File: src/rtl/pet_pkg.sv
`default_nettype none
// ---------------------------------------------------------------------------
// pet_pkg : action codes, life states and need limits shared by the pet blocks
// rev 1.0
// ---------------------------------------------------------------------------
package pet_pkg;

  localparam logic [2:0] ACT_FEED     = 3'd0;
  localparam logic [2:0] ACT_PLAY     = 3'd1;
  localparam logic [2:0] ACT_CLEAN    = 3'd2;
  localparam logic [2:0] ACT_MEDICINE = 3'd3;
  localparam logic [2:0] ACT_SLEEP    = 3'd4;
  localparam logic [2:0] ACT_WAKE     = 3'd5;
  localparam logic [2:0] ACT_PET      = 3'd6;

  typedef enum logic [1:0] {
    ST_AWAKE    = 2'd0,
    ST_SLEEPING = 2'd1,
    ST_DEAD     = 2'd2
  } life_state_e;

  localparam logic [3:0] NEED_MAX4  = 4'd15;
  localparam logic [4:0] NEED_MAX5  = 5'd31;
  localparam logic [3:0] NEED_ALERT = 4'd12;

  typedef logic signed [5:0] need_delta_t;

endpackage
`default_nettype wire

File: src/rtl/pet_needs_if.sv
`default_nettype none
// ---------------------------------------------------------------------------
// pet_needs_if : valid/ready action channel into the need tracker
// rev 1.0
// ---------------------------------------------------------------------------
interface pet_needs_if;
  logic       action_valid;
  logic [2:0] action_code;
  logic       action_ready;

  modport master (output action_valid, output action_code, input action_ready);
  modport slave  (input action_valid, input action_code, output action_ready);
endinterface
`default_nettype wire

File: src/rtl/need_counter.sv
`default_nettype none
// ---------------------------------------------------------------------------
// need_counter : saturating need register with its own tick period divider
// rev 1.0
// ---------------------------------------------------------------------------
module need_counter
  import pet_pkg::*;
#(
  parameter int WIDTH  = 4,
  parameter int PERIOD = 1
) (
  input  logic             clk,
  input  logic             reset,
  input  logic             tick_i,
  input  logic             grow_en_i,
  input  logic             clear_i,
  input  logic             freeze_i,
  input  need_delta_t      delta_i,
  output logic [WIDTH-1:0] value_o,
  output logic [WIDTH-1:0] value_next_o
);

  localparam int CW = (PERIOD > 1) ? $clog2(PERIOD) : 1;
  localparam int SW = WIDTH + 3;
  localparam logic signed [SW-1:0] MAX_S = SW'((1 << WIDTH) - 1);

  logic [CW-1:0]        per_q, per_d;
  logic [WIDTH-1:0]     value_q, value_d;
  logic [WIDTH-1:0]     base_w;
  logic signed [SW-1:0] sum_w;
  logic                 inc_w;

  assign inc_w = tick_i && (per_q == CW'(PERIOD - 1));

  // Growth and action delta are folded into one signed sum, then clamped once.
  always_comb begin
    per_d   = per_q;
    value_d = value_q;
    base_w  = clear_i ? '0 : value_q;
    sum_w   = $signed({3'b000, base_w})
            + $signed({{(SW-1){1'b0}}, inc_w & grow_en_i})
            + $signed({{(SW-6){delta_i[5]}}, delta_i});
    if (!freeze_i) begin
      if (tick_i) per_d = inc_w ? '0 : per_q + CW'(1);
      if (sum_w[SW-1])        value_d = '0;
      else if (sum_w > MAX_S) value_d = MAX_S[WIDTH-1:0];
      else                    value_d = sum_w[WIDTH-1:0];
    end
  end

  always_ff @(posedge clk) begin
    if (reset) begin
      per_q   <= '0;
      value_q <= '0;
    end else begin
      per_q   <= per_d;
      value_q <= value_d;
    end
  end

  assign value_o      = value_q;
  assign value_next_o = value_d;

endmodule
`default_nettype wire

File: src/rtl/pet_needs.sv
`default_nettype none
// ---------------------------------------------------------------------------
// pet_needs : six pet need counters driven by a game tick and user actions
// rev 1.0
// ---------------------------------------------------------------------------
module pet_needs
  import pet_pkg::*;
#(
  parameter int TICK_DIV    = 1000,
  parameter int HUNGER_PER  = 2,
  parameter int HAPPY_PER   = 3,
  parameter int HYGIENE_PER = 4,
  parameter int ENERGY_PER  = 3,
  parameter int SOCIAL_PER  = 5
) (
  input  logic        clk,
  input  logic        reset,
  pet_needs_if.slave  act,
  output logic [3:0]  hunger,
  output logic [4:0]  happiness,
  output logic [3:0]  health,
  output logic [3:0]  hygiene,
  output logic [3:0]  energy,
  output logic [3:0]  social,
  output logic        tick,
  output logic        sleeping,
  output logic        dead
);

  localparam int PW = $clog2(TICK_DIV);

  logic [PW-1:0] presc_q, presc_d;
  logic          tick_q, sleeping_q, dead_q;
  logic          tick_w, acc_w, awake_w, asleep_w, clean_w, sick_w;
  life_state_e   state_q, state_d;
  need_delta_t   d_hunger, d_happy, d_health, d_energy, d_social;
  logic [3:0]    hunger_d, health_d, energy_d, hygiene_d, social_d;
  logic [4:0]    happy_d;

  assign awake_w  = (state_q == ST_AWAKE);
  assign asleep_w = (state_q == ST_SLEEPING);
  assign acc_w    = act.action_valid & ~dead_q;
  assign tick_w   = (presc_q == PW'(TICK_DIV - 1)) & ~dead_q;
  assign presc_d  = dead_q ? presc_q : (tick_w ? '0 : presc_q + PW'(1));
  assign sick_w   = (hunger >= NEED_ALERT) || (hygiene >= NEED_ALERT);

  always_comb begin
    d_hunger = '0;
    d_happy  = '0;
    d_health = '0;
    d_energy = '0;
    d_social = '0;
    clean_w  = 1'b0;
    if (acc_w && awake_w) begin
      case (act.action_code)
        ACT_FEED:     d_hunger = -6'sd4;
        ACT_PLAY:     begin d_happy = -6'sd4; d_social = -6'sd2; d_energy = 6'sd2; end
        ACT_CLEAN:    clean_w  = 1'b1;
        ACT_MEDICINE: begin d_health = -6'sd4; d_happy = 6'sd1; end
        ACT_PET:      begin d_social = -6'sd4; d_happy = -6'sd1; end
        default:      ;
      endcase
    end
    if (tick_w && asleep_w) d_energy = -6'sd1;
  end

  // Death is judged on post-update values so a same-edge action can avert it.
  always_comb begin
    state_d = state_q;
    case (state_q)
      ST_AWAKE:    if (acc_w && act.action_code == ACT_SLEEP) state_d = ST_SLEEPING;
      ST_SLEEPING: if ((acc_w && act.action_code == ACT_WAKE) || energy_d == 4'd0)
                     state_d = ST_AWAKE;
      default:     state_d = state_q;
    endcase
    if (!dead_q && (hunger_d == NEED_MAX4 || health_d == NEED_MAX4)) state_d = ST_DEAD;
  end

  always_ff @(posedge clk) begin
    if (reset) begin
      presc_q    <= '0;
      tick_q     <= 1'b0;
      state_q    <= ST_AWAKE;
      sleeping_q <= 1'b0;
      dead_q     <= 1'b0;
    end else begin
      presc_q    <= presc_d;
      tick_q     <= tick_w;
      state_q    <= state_d;
      sleeping_q <= (state_d == ST_SLEEPING);
      dead_q     <= (state_d == ST_DEAD);
    end
  end

  need_counter #(.WIDTH(4), .PERIOD(HUNGER_PER)) u_hunger (
    .clk(clk), .reset(reset), .tick_i(tick_w), .grow_en_i(1'b1), .clear_i(1'b0),
    .freeze_i(dead_q), .delta_i(d_hunger), .value_o(hunger), .value_next_o(hunger_d));

  need_counter #(.WIDTH(5), .PERIOD(HAPPY_PER)) u_happy (
    .clk(clk), .reset(reset), .tick_i(tick_w), .grow_en_i(1'b1), .clear_i(1'b0),
    .freeze_i(dead_q), .delta_i(d_happy), .value_o(happiness), .value_next_o(happy_d));

  need_counter #(.WIDTH(4), .PERIOD(1)) u_health (
    .clk(clk), .reset(reset), .tick_i(tick_w), .grow_en_i(sick_w), .clear_i(1'b0),
    .freeze_i(dead_q), .delta_i(d_health), .value_o(health), .value_next_o(health_d));

  need_counter #(.WIDTH(4), .PERIOD(HYGIENE_PER)) u_hygiene (
    .clk(clk), .reset(reset), .tick_i(tick_w), .grow_en_i(1'b1), .clear_i(clean_w),
    .freeze_i(dead_q), .delta_i('0), .value_o(hygiene), .value_next_o(hygiene_d));

  need_counter #(.WIDTH(4), .PERIOD(ENERGY_PER)) u_energy (
    .clk(clk), .reset(reset), .tick_i(tick_w & awake_w), .grow_en_i(1'b1), .clear_i(1'b0),
    .freeze_i(dead_q), .delta_i(d_energy), .value_o(energy), .value_next_o(energy_d));

  need_counter #(.WIDTH(4), .PERIOD(SOCIAL_PER)) u_social (
    .clk(clk), .reset(reset), .tick_i(tick_w), .grow_en_i(1'b1), .clear_i(1'b0),
    .freeze_i(dead_q), .delta_i(d_social), .value_o(social), .value_next_o(social_d));

  assign act.action_ready = ~dead_q;
  assign tick             = tick_q;
  assign sleeping         = sleeping_q;
  assign dead             = dead_q;

endmodule
`default_nettype wire

File: src/flat_wrapper.sv
// flat-port wrapper written by rule: the top's interface ports become plain ports
module pet_needs_flat import pet_pkg::*;
#(
  parameter int TICK_DIV    = 1000,
  parameter int HUNGER_PER  = 2,
  parameter int HAPPY_PER   = 3,
  parameter int HYGIENE_PER = 4,
  parameter int ENERGY_PER  = 3,
  parameter int SOCIAL_PER  = 5
)
  (clk, reset, hunger, happiness, health, hygiene, energy, social, tick, sleeping, dead, act_action_valid, act_action_code, act_action_ready);
  pet_needs_if act_i ();
  input  logic clk;
  input  logic reset;
  output logic [3:0] hunger;
  output logic [4:0] happiness;
  output logic [3:0] health;
  output logic [3:0] hygiene;
  output logic [3:0] energy;
  output logic [3:0] social;
  output logic tick;
  output logic sleeping;
  output logic dead;
  input wire logic [$bits(act_i.action_valid)-1:0] act_action_valid;
  input wire logic [$bits(act_i.action_code)-1:0] act_action_code;
  output wire logic [$bits(act_i.action_ready)-1:0] act_action_ready;
  assign act_i.action_valid = act_action_valid;
  assign act_i.action_code = act_action_code;
  assign act_action_ready = act_i.action_ready;
  pet_needs #(.TICK_DIV(TICK_DIV), .HUNGER_PER(HUNGER_PER), .HAPPY_PER(HAPPY_PER), .HYGIENE_PER(HYGIENE_PER), .ENERGY_PER(ENERGY_PER), .SOCIAL_PER(SOCIAL_PER)) u_core (.clk(clk), .reset(reset), .act(act_i), .hunger(hunger), .happiness(happiness), .health(health), .hygiene(hygiene), .energy(energy), .social(social), .tick(tick), .sleeping(sleeping), .dead(dead));
endmodule
File: config.mk
export PLATFORM = sky130hd
export DESIGN_NAME = pet_needs_flat
export DESIGN_NICKNAME = d
export VERILOG_FILES = /design/src/rtl/pet_pkg.sv /design/src/rtl/pet_needs_if.sv /design/src/rtl/need_counter.sv /design/src/rtl/pet_needs.sv /design/src/flat_wrapper.sv
export SDC_FILE = /design/constraint.sdc
export NUM_CORES = 1
export LEC_CHECK = 0
export ABC_AREA = 1
export ABC_CLOCK_PERIOD_IN_PS = 5700
export CAP_MARGIN = 5
export CORE_ASPECT_RATIO = 1.2
export CORE_MARGIN = 2
export CORE_UTILIZATION = 55
export DETAILED_ROUTE_END_ITERATION = 12
export GPL_TIMING_DRIVEN = 0
export PLACE_DENSITY = 0.77
export SYNTH_ARGS = -nofsm -noshare
export SYNTH_HDL_FRONTEND = slang
export SYNTH_SLANG_ARGS = --single-unit
export TNS_END_PERCENT = 20
File: constraint.sdc
create_clock -name clk -period 5.7 [get_ports clk]
set_clock_uncertainty 0.2 [all_clocks]
set_input_delay 0.855 -clock clk [delete_from_list [all_inputs] [get_ports clk]]
set_output_delay 0.855 -clock clk [all_outputs]
set_load 0.1 [all_outputs]
==> metrics.cfg <==
[status]
run_status=finished, final reports clean

[critical_path]
worst_path_max_delay_cell=fa_1
crit-reg2reg-capture=u_core.dead
cp_max_fo=10
critical-path-top-delay-family=adder cells
worst_r2r_startpoint=u_core.presc_q[0]
crit_required_ns=5.72
worstSetupEndpointType=register
r2r_setup_slack_ns=1.31
worst_r2r_path_depth=27
critPathLaunchType=register
crit_arrival_ns=4.41
critical-path-top-cell-by-count=nand2_1
critPathBufInv=5
worst-setup-path-type=reg2reg
largest_stage_delay_worst_path_ns=0.40

[route]
route.detailed.vias_per_inst=5.15
wire_per_inst_um=12.0
drtAntennaViolNets=0
dr.first_iter.drc_count=127
via_count=3459
drt_first_pass_iters=4
remaining_drc_errors=0
wirelength_um=8080

[timing]
timing.fmax_ghz=0.228
final_critical_path_required_period_ns=4.39
rsz0062_at_grt=false
period_share_pct=77.0
max-slew-margin-rel_pct=34.8
tns_ns=0
timing.final.setup_violations=0
worst_slack_ns=1.31
maxSlewViolCount=0
tightest_slew_ns=0.975
finalHoldViolCount=0

[grt]
pin_count_of_the_biggest_net_entering_global_routing=17
grt_pass1_vias=3299
grt-ovfl-total=0
first_pass_grt_wire_length_um=14000
track_usage_pct=22.7
initial_antenna_violation_count=0

[floorplanning]
floorplan.core_area_um2=6770
core.rowCount=33
die_area_um2=7600
die_w_um=79.9
starting_density_pct=56.2
ports=35
die_height_um=95.1

[finish]
post_route_cells_drive_above_1_share_pct=5.81
design_area_um2=4360
antenna_fix_cells=0
final_core_util_pct=64.4
fill_cell_count=619
area_delta_synth_final_pct=14.7
design.final.nets=638

[placed_design]
place.port_buffers=33
post-dp-hpwl_um=6470
gpl.final_weighted_congestion=0.846
post_dp_cell_area_um2=4240
dp_worst_setup_slack_ns=1.39

[clock_tree]
cts_resized=0
post-cts-setup-buffers=0
tritoncts_clock_tree=yes
cts.reportedPaths.clkPinSlew_ns=0.10
cts_hold_buf=0
clock-sinks=51
clock_tree.buffer_depth=2
h_tree_depth=2
cts_buffers=5
cts.root.buffer_cell=clkbuf_8
worst_skew_pair.late_latency_ns=0.31

[synthesis]
yosysTopAreaCell=dfxtp_1
syn-instance-count=544
synth_seq_area_share_pct=26.9
number_of_flops_mapped_to_enable_cells_by_yosys=0
yosys_register_bits=51
mapped_area_um2=3800
mappedNetlistNets=598
yosys.cell_types.count=43
synthArstFlopShare_pct=0
most_numerous_cell_types_in_the_synthesized_netlist=nand2_1 (132), inv_1 (82), nor2_1 (55)
synth.most_common_cell=nand2_1
synthesis.area_per_instance_um2=6.99
netlist_top_cells_area=dfxtp_1 (27%), ha_1 (14%), nand2_1 (13%)
synth_top_cell_area_share_pct=26.9
synth_top_flop_cell=dfxtp_1
synth.yosys.warnings=0

[flow_run]
max_cap_violations=0

[power]
p_leak_uw=0.00221
vdd.ir_drop.worst_uv=160
power_density_nw_per_um2=221

[hold_path]
hold_class=reg2reg
holdPathStages=2
min_from=u_core.u_health.per_q
min_delay_worst_endpoint=u_core.u_health.per_q

registers in the layout (all words and copies together) (netlist names), 2 cells and up:
signal and count:
u_core.u_happy.per_q 2, u_core.u_social.per_q 3, u_core.u_hygiene.per_q 2, u_core.u_social.value_o 4
u_core.u_energy.value_o 4, u_core.state_q 2, u_core.u_hygiene.value_o 4, u_core.u_energy.per_q 2
u_core.presc_q 10, u_core.u_health.value_o 4, u_core.u_hunger.value_o 4, u_core.u_happy.value_o 5
worst max path at each step:
stage	start	slack, ns	depth (start not counted)	end
6_report	u_core.presc_q[0]	1.31	27	u_core.dead
5_1_grt	u_core.presc_q[1]	0.84	32	u_core.dead
4_1_cts	u_core.presc_q[0]	1.34	27	u_core.dead
3_5_place_dp	act_action_code[1]	1.39	19	u_core.u_happy.value_o[0]
3_3_place_gp	u_core.presc_q[1]	1.49	27	u_core.dead
2_1_floorplan	u_core.dead	1.39	26	u_core.dead
cells in the final DEF, fill, tap and decap left out, types with 2 or more instances in the layout:
| master | synthesis | layout |
|---|---|---|
| clkbuf_1 | 6 | 6 |
| or2_2 | 3 | 3 |
| o21ai_0 | 17 | 17 |
| inv_2 | 3 | 3 |
| nand2_4 | 2 | 2 |
| a21oi_1 | 29 | 29 |
| clkdlybuf4s50_1 | 0 | 33 |
| o21ai_1 | 4 | 4 |
| ha_1 | 43 | 43 |
| a211oi_1 | 2 | 2 |
| nand4_1 | 6 | 6 |
| xnor2_1 | 7 | 7 |
| nor2_1 | 55 | 55 |
| nor2_4 | 5 | 5 |
| inv_1 | 82 | 82 |
| a21oi_2 | 3 | 3 |
| nor2_2 | 2 | 2 |
| a31oi_1 | 2 | 2 |
| nand3b_1 | 5 | 5 |
| a21boi_0 | 2 | 2 |
| dfxtp_1 | 51 | 51 |
| nor3_1 | 10 | 10 |
| clkbuf_8 | 0 | 6 |
| nand3_1 | 31 | 31 |
| xor2_1 | 17 | 17 |
| nand2_1 | 132 | 132 |
| a221oi_1 | 3 | 3 |
| fa_1 | 5 | 5 |
power by group:
part	internal [uW]	total, uW	switching, uW	leakage, uW
Combinational	80.1	292	212	0.00173
Sequential	376	398	21.7	0.000415
Clock	145	273	128	0.0000618
worst register-to-register path: stages, from the launching register on:
cell and delay (ns):
dfxtp_1 0.37, ha_1 0.20, nand2_1 0.07, nor2_2 0.16, inv_1 0.08, nor2_1 0.16
inv_1 0.07, clkbuf_1 0.23, a211oi_1 0.32, ha_1 0.23, ha_1 0.18, xor2_1 0.08
ha_1 0.21, fa_1 0.40, a21oi_1 0.24, inv_1 0.09, nand2_1 0.11, nand2_2 0.08
a21oi_1 0.15, nand2_1 0.07, nand2_1 0.08, nor2_1 0.05, nand2_1 0.08, nand2_1 0.05
nand2_1 0.11, nand3_1 0.11, nand2_1 0.08, inv_1 0.04
area by class of cell:
cell class	count	area (um^2)	share of cell area (%)
sequential	51	1020	23.4
buffer	8	38.8	0.889
timing repair buffer	33	330	7.57
inverter	87	328	7.51
tap	87	109	2.49
multi-input combinational	398	2410	55.3
clock buffer	6	82.6	1.89
clock inverter	2	38.8	0.889
metal layers:
layer	vias up	track usage, %	wire [um]
met5	-	0	0
met4	0	5.51	120
met3	13	2.46	198
met2	63	43.3	4110
met1	1567	26.9	3650
li1	1816	-	-
through the flow:
stage | hold slack (ns) | total power [uW] | cells
after floorplan | 0.209 | 632 | 544
after global placement | 0.224 | 690 | 664
after detailed placement | 0.224 | 697 | 664
after CTS | 0.238 | 966 | 672
after global routing | 0.269 | 1010 | 672
final | 0.239 | 963 | 672
logic make-up (layout without fill, tap and decap cells):
family	Yosys count	count (layout)	synth area share, %
and+or+nand+nor	258	258	30.5
buffers and inverters	95	136	9.64
AOI/OAI and AO/OA	68	68	10.7
DFF	51	51	26.9
adders and majority gates	48	48	16.8
xor gates and xnor gates	24	24	5.53
Power figures use the tool's default switching activity.
==> RTL edit, RTL diff (same settings) <==
Make the reset (`reset`) asynchronous in 2 clocked blocks.
--- a/src/rtl/need_counter.sv
+++ b/src/rtl/need_counter.sv
@@ -49,5 +49,5 @@
   end
 
-  always_ff @(posedge clk) begin
+  always_ff @(posedge clk or posedge reset) begin
     if (reset) begin
       per_q   <= '0;
--- a/src/rtl/pet_needs.sv
+++ b/src/rtl/pet_needs.sv
@@ -77,5 +77,5 @@
   end
 
-  always_ff @(posedge clk) begin
+  always_ff @(posedge clk or posedge reset) begin
     if (reset) begin
       presc_q    <= '0;
Formal check against the unedited RTL: differs if reset is asserted again (counterexample within 4 cycles, from zero or initial values and one cycle with reset high); with reset held inactive, the same outputs for 10 cycles.
==> RTL edit against the unedited design <==
Routed wire length rose by 0.24%; area after synthesis up 7.1%; sequential cell count unchanged; count of clock-buffer cells in the layout unchanged; core utilization fell by 0.33 points; critical path type unchanged; critical endpoint is now u_core.state_q[0]; largest cell class unchanged; final area rose by 6.3%; worst hold slack better by 52 ps; setup slack gained 140 ps.
Power is not compared: it rests on default switching activity, and its combinational part moved more than twofold at a synthesized area within 25%.
==> RTL edit: results (changes against the unedited design) <==
[run_status]
status = finished clean

[critical_path]
crit_slowest_cell = dfrtp_1
end_kind = flip-flop
startpoint = u_core.dead
max_stage_delay_ps = 410
ff2ff_setup_slack_ps = 1450  ; +140 ps
reg2reg_depth = 26  ; -3.7%
worstPathArrival_ps = 4290  ; -120 ps
cp_max_fo = 10  ; unchanged
timing.rr.end = u_core.state_q[0]

[clock_tree]
htreeDepth = 2  ; unchanged
clkTransAtPathRegs_ps = 90
post-cts-setup-buffers = 0  ; unchanged
post_cts_resized = 0  ; unchanged
cts_buffer_depth = 2  ; unchanged
clk_latency_ps = 310  ; about the same
cts_buffers = 5  ; unchanged
root_buffer = clkbuf_8

[place]
hpwl_um = 6490  ; +0.32%
portBuffers = 34  ; +3.0%
pre_cts_ws_ps = 1450  ; +59.5 ps
place.gp.congestion = 0.855  ; +1.0%

[power]
irDropWorstVdd_uv = 113
leakagePower_nw = 2.42

[finish]
largest_reg_flops = 10  ; unchanged
fillers = 635  ; +2.6%
antenna-diode-count = 0  ; unchanged
nets = 629  ; -1.4%
drive_gt1_share_pct = 8.70  ; +2.9 points
largest-register = u_core.presc_q

[drt]
wire_per_inst_um = 12.2  ; +1.3%
drt_iter0_markers = 166  ; +31%
routed-via-count = 3464  ; +0.14%
first_pass_iters = 5  ; +1

[yosys]
synth_compound_area_share_pct = 8.33  ; -2.4 points
synthAdderAreaFrac_pct = 15.7  ; -1.1 points
synth.area.mux_share_pct = 0  ; unchanged
yosysUniqueCellTypes = 42  ; -2.3%
yosys-top-cells-count = nand2_1, inv_1, dfrtp_1, ha_1
synthTopCellsByArea = dfrtp_1, ha_1, nand2_1
synthArstFlopShare_pct = 100  ; +100 points
synth_warnings = 0  ; unchanged
synthXorXnorAreaFrac_pct = 5.38  ; -0.15 points
synth_flop_cell = dfrtp_1
synth_nets = 587  ; -1.8%
yosysSeqAreaShare_pct = 31.3  ; +4.5 points

[global_routing]
grt_pass1_vias = 3449  ; +4.5%
grt_pass1_wl_um = 14400  ; +3.2%
antenna_found_initial = 0  ; unchanged
grt_max_degree = 35  ; +18
grt_use_total_pct = 22.2  ; -0.50 points

[timing]
tightest_slew_ps = 982  ; +6.64 ps
period_minus_slack_ps = 4250  ; -142 ps

[worst_hold_path]
holdPathEnd = u_core.u_hygiene.per_q[1]
min_path_type = flip-flop to flip-flop
hold_depth = 2  ; unchanged
min-delay-start = u_core.u_hygiene.per_q[1]

[RTL edit: changes by cell type in the layout (fill, tap and decap cells not counted), moves of 5 or more]
cell	change
dfxtp_1	-51
nand2_2	+8
nand3_1	+6
a21oi_1	-13
nor2_1	-18
dfrtp_1	+51
o21ai_0	+5
[RTL edit: area by class of cell]
type | instances | share of cell area (%)
repair buffers | 35 | 7.77
clock buffers | 6 | 1.78
plain buffers | 7 | 0.945
flip-flops and latches | 51 | 27.5
well taps | 90 | 2.43
inverters | 89 | 7.42
multi-input cells | 386 | 51.9
clock inverters | 1 | 0.189
[RTL edit: logic make-up (layout without fill, tap and decap cells)]
family / count (synthesis) / in the layout
flops: 51 / 51
xor+xnor: 25 / 25
simple gates: 255 / 255
compound gates: 58 / 58
buf+inv: 96 / 138
fa+ha+maj: 48 / 48
[RTL edit: worst max-delay path, delay by kind of cell, from the launching register on]
family	cells	cell delay, ps
adders and majority gates	4	1050
and+or+nand+nor	13	1070
AOI/OAI and AO/OA	3	640
xor gates and xnor gates	1	70
buffers and inverters	5	740
DFF	1	410
[RTL edit: metal layers]
layer	GRT usage (%)	routed length, µm
met2	39.6	4230
met4	5.55	84
met5	0	0
met3	2.96	183
met1	27.9	3600
[RTL edit: report_power, final]
group          internal (mW)  switching [mW]  leakage, nW
Sequential             0.361               0        0.587
Clock                 0.0978           0.117       0.0477
Combinational        0.00526          0.0123         1.78
[RTL edit: through the flow]
stage,instance area [µm²],instances,hold slack [ps]
6_report,4640,665,291
5_1_grt,4640,665,322
4_1_cts,4640,665,298
3_5_place_dp,4540,658,275
3_3_place_gp,4520,657,268
2_1_floorplan,4070,533,253
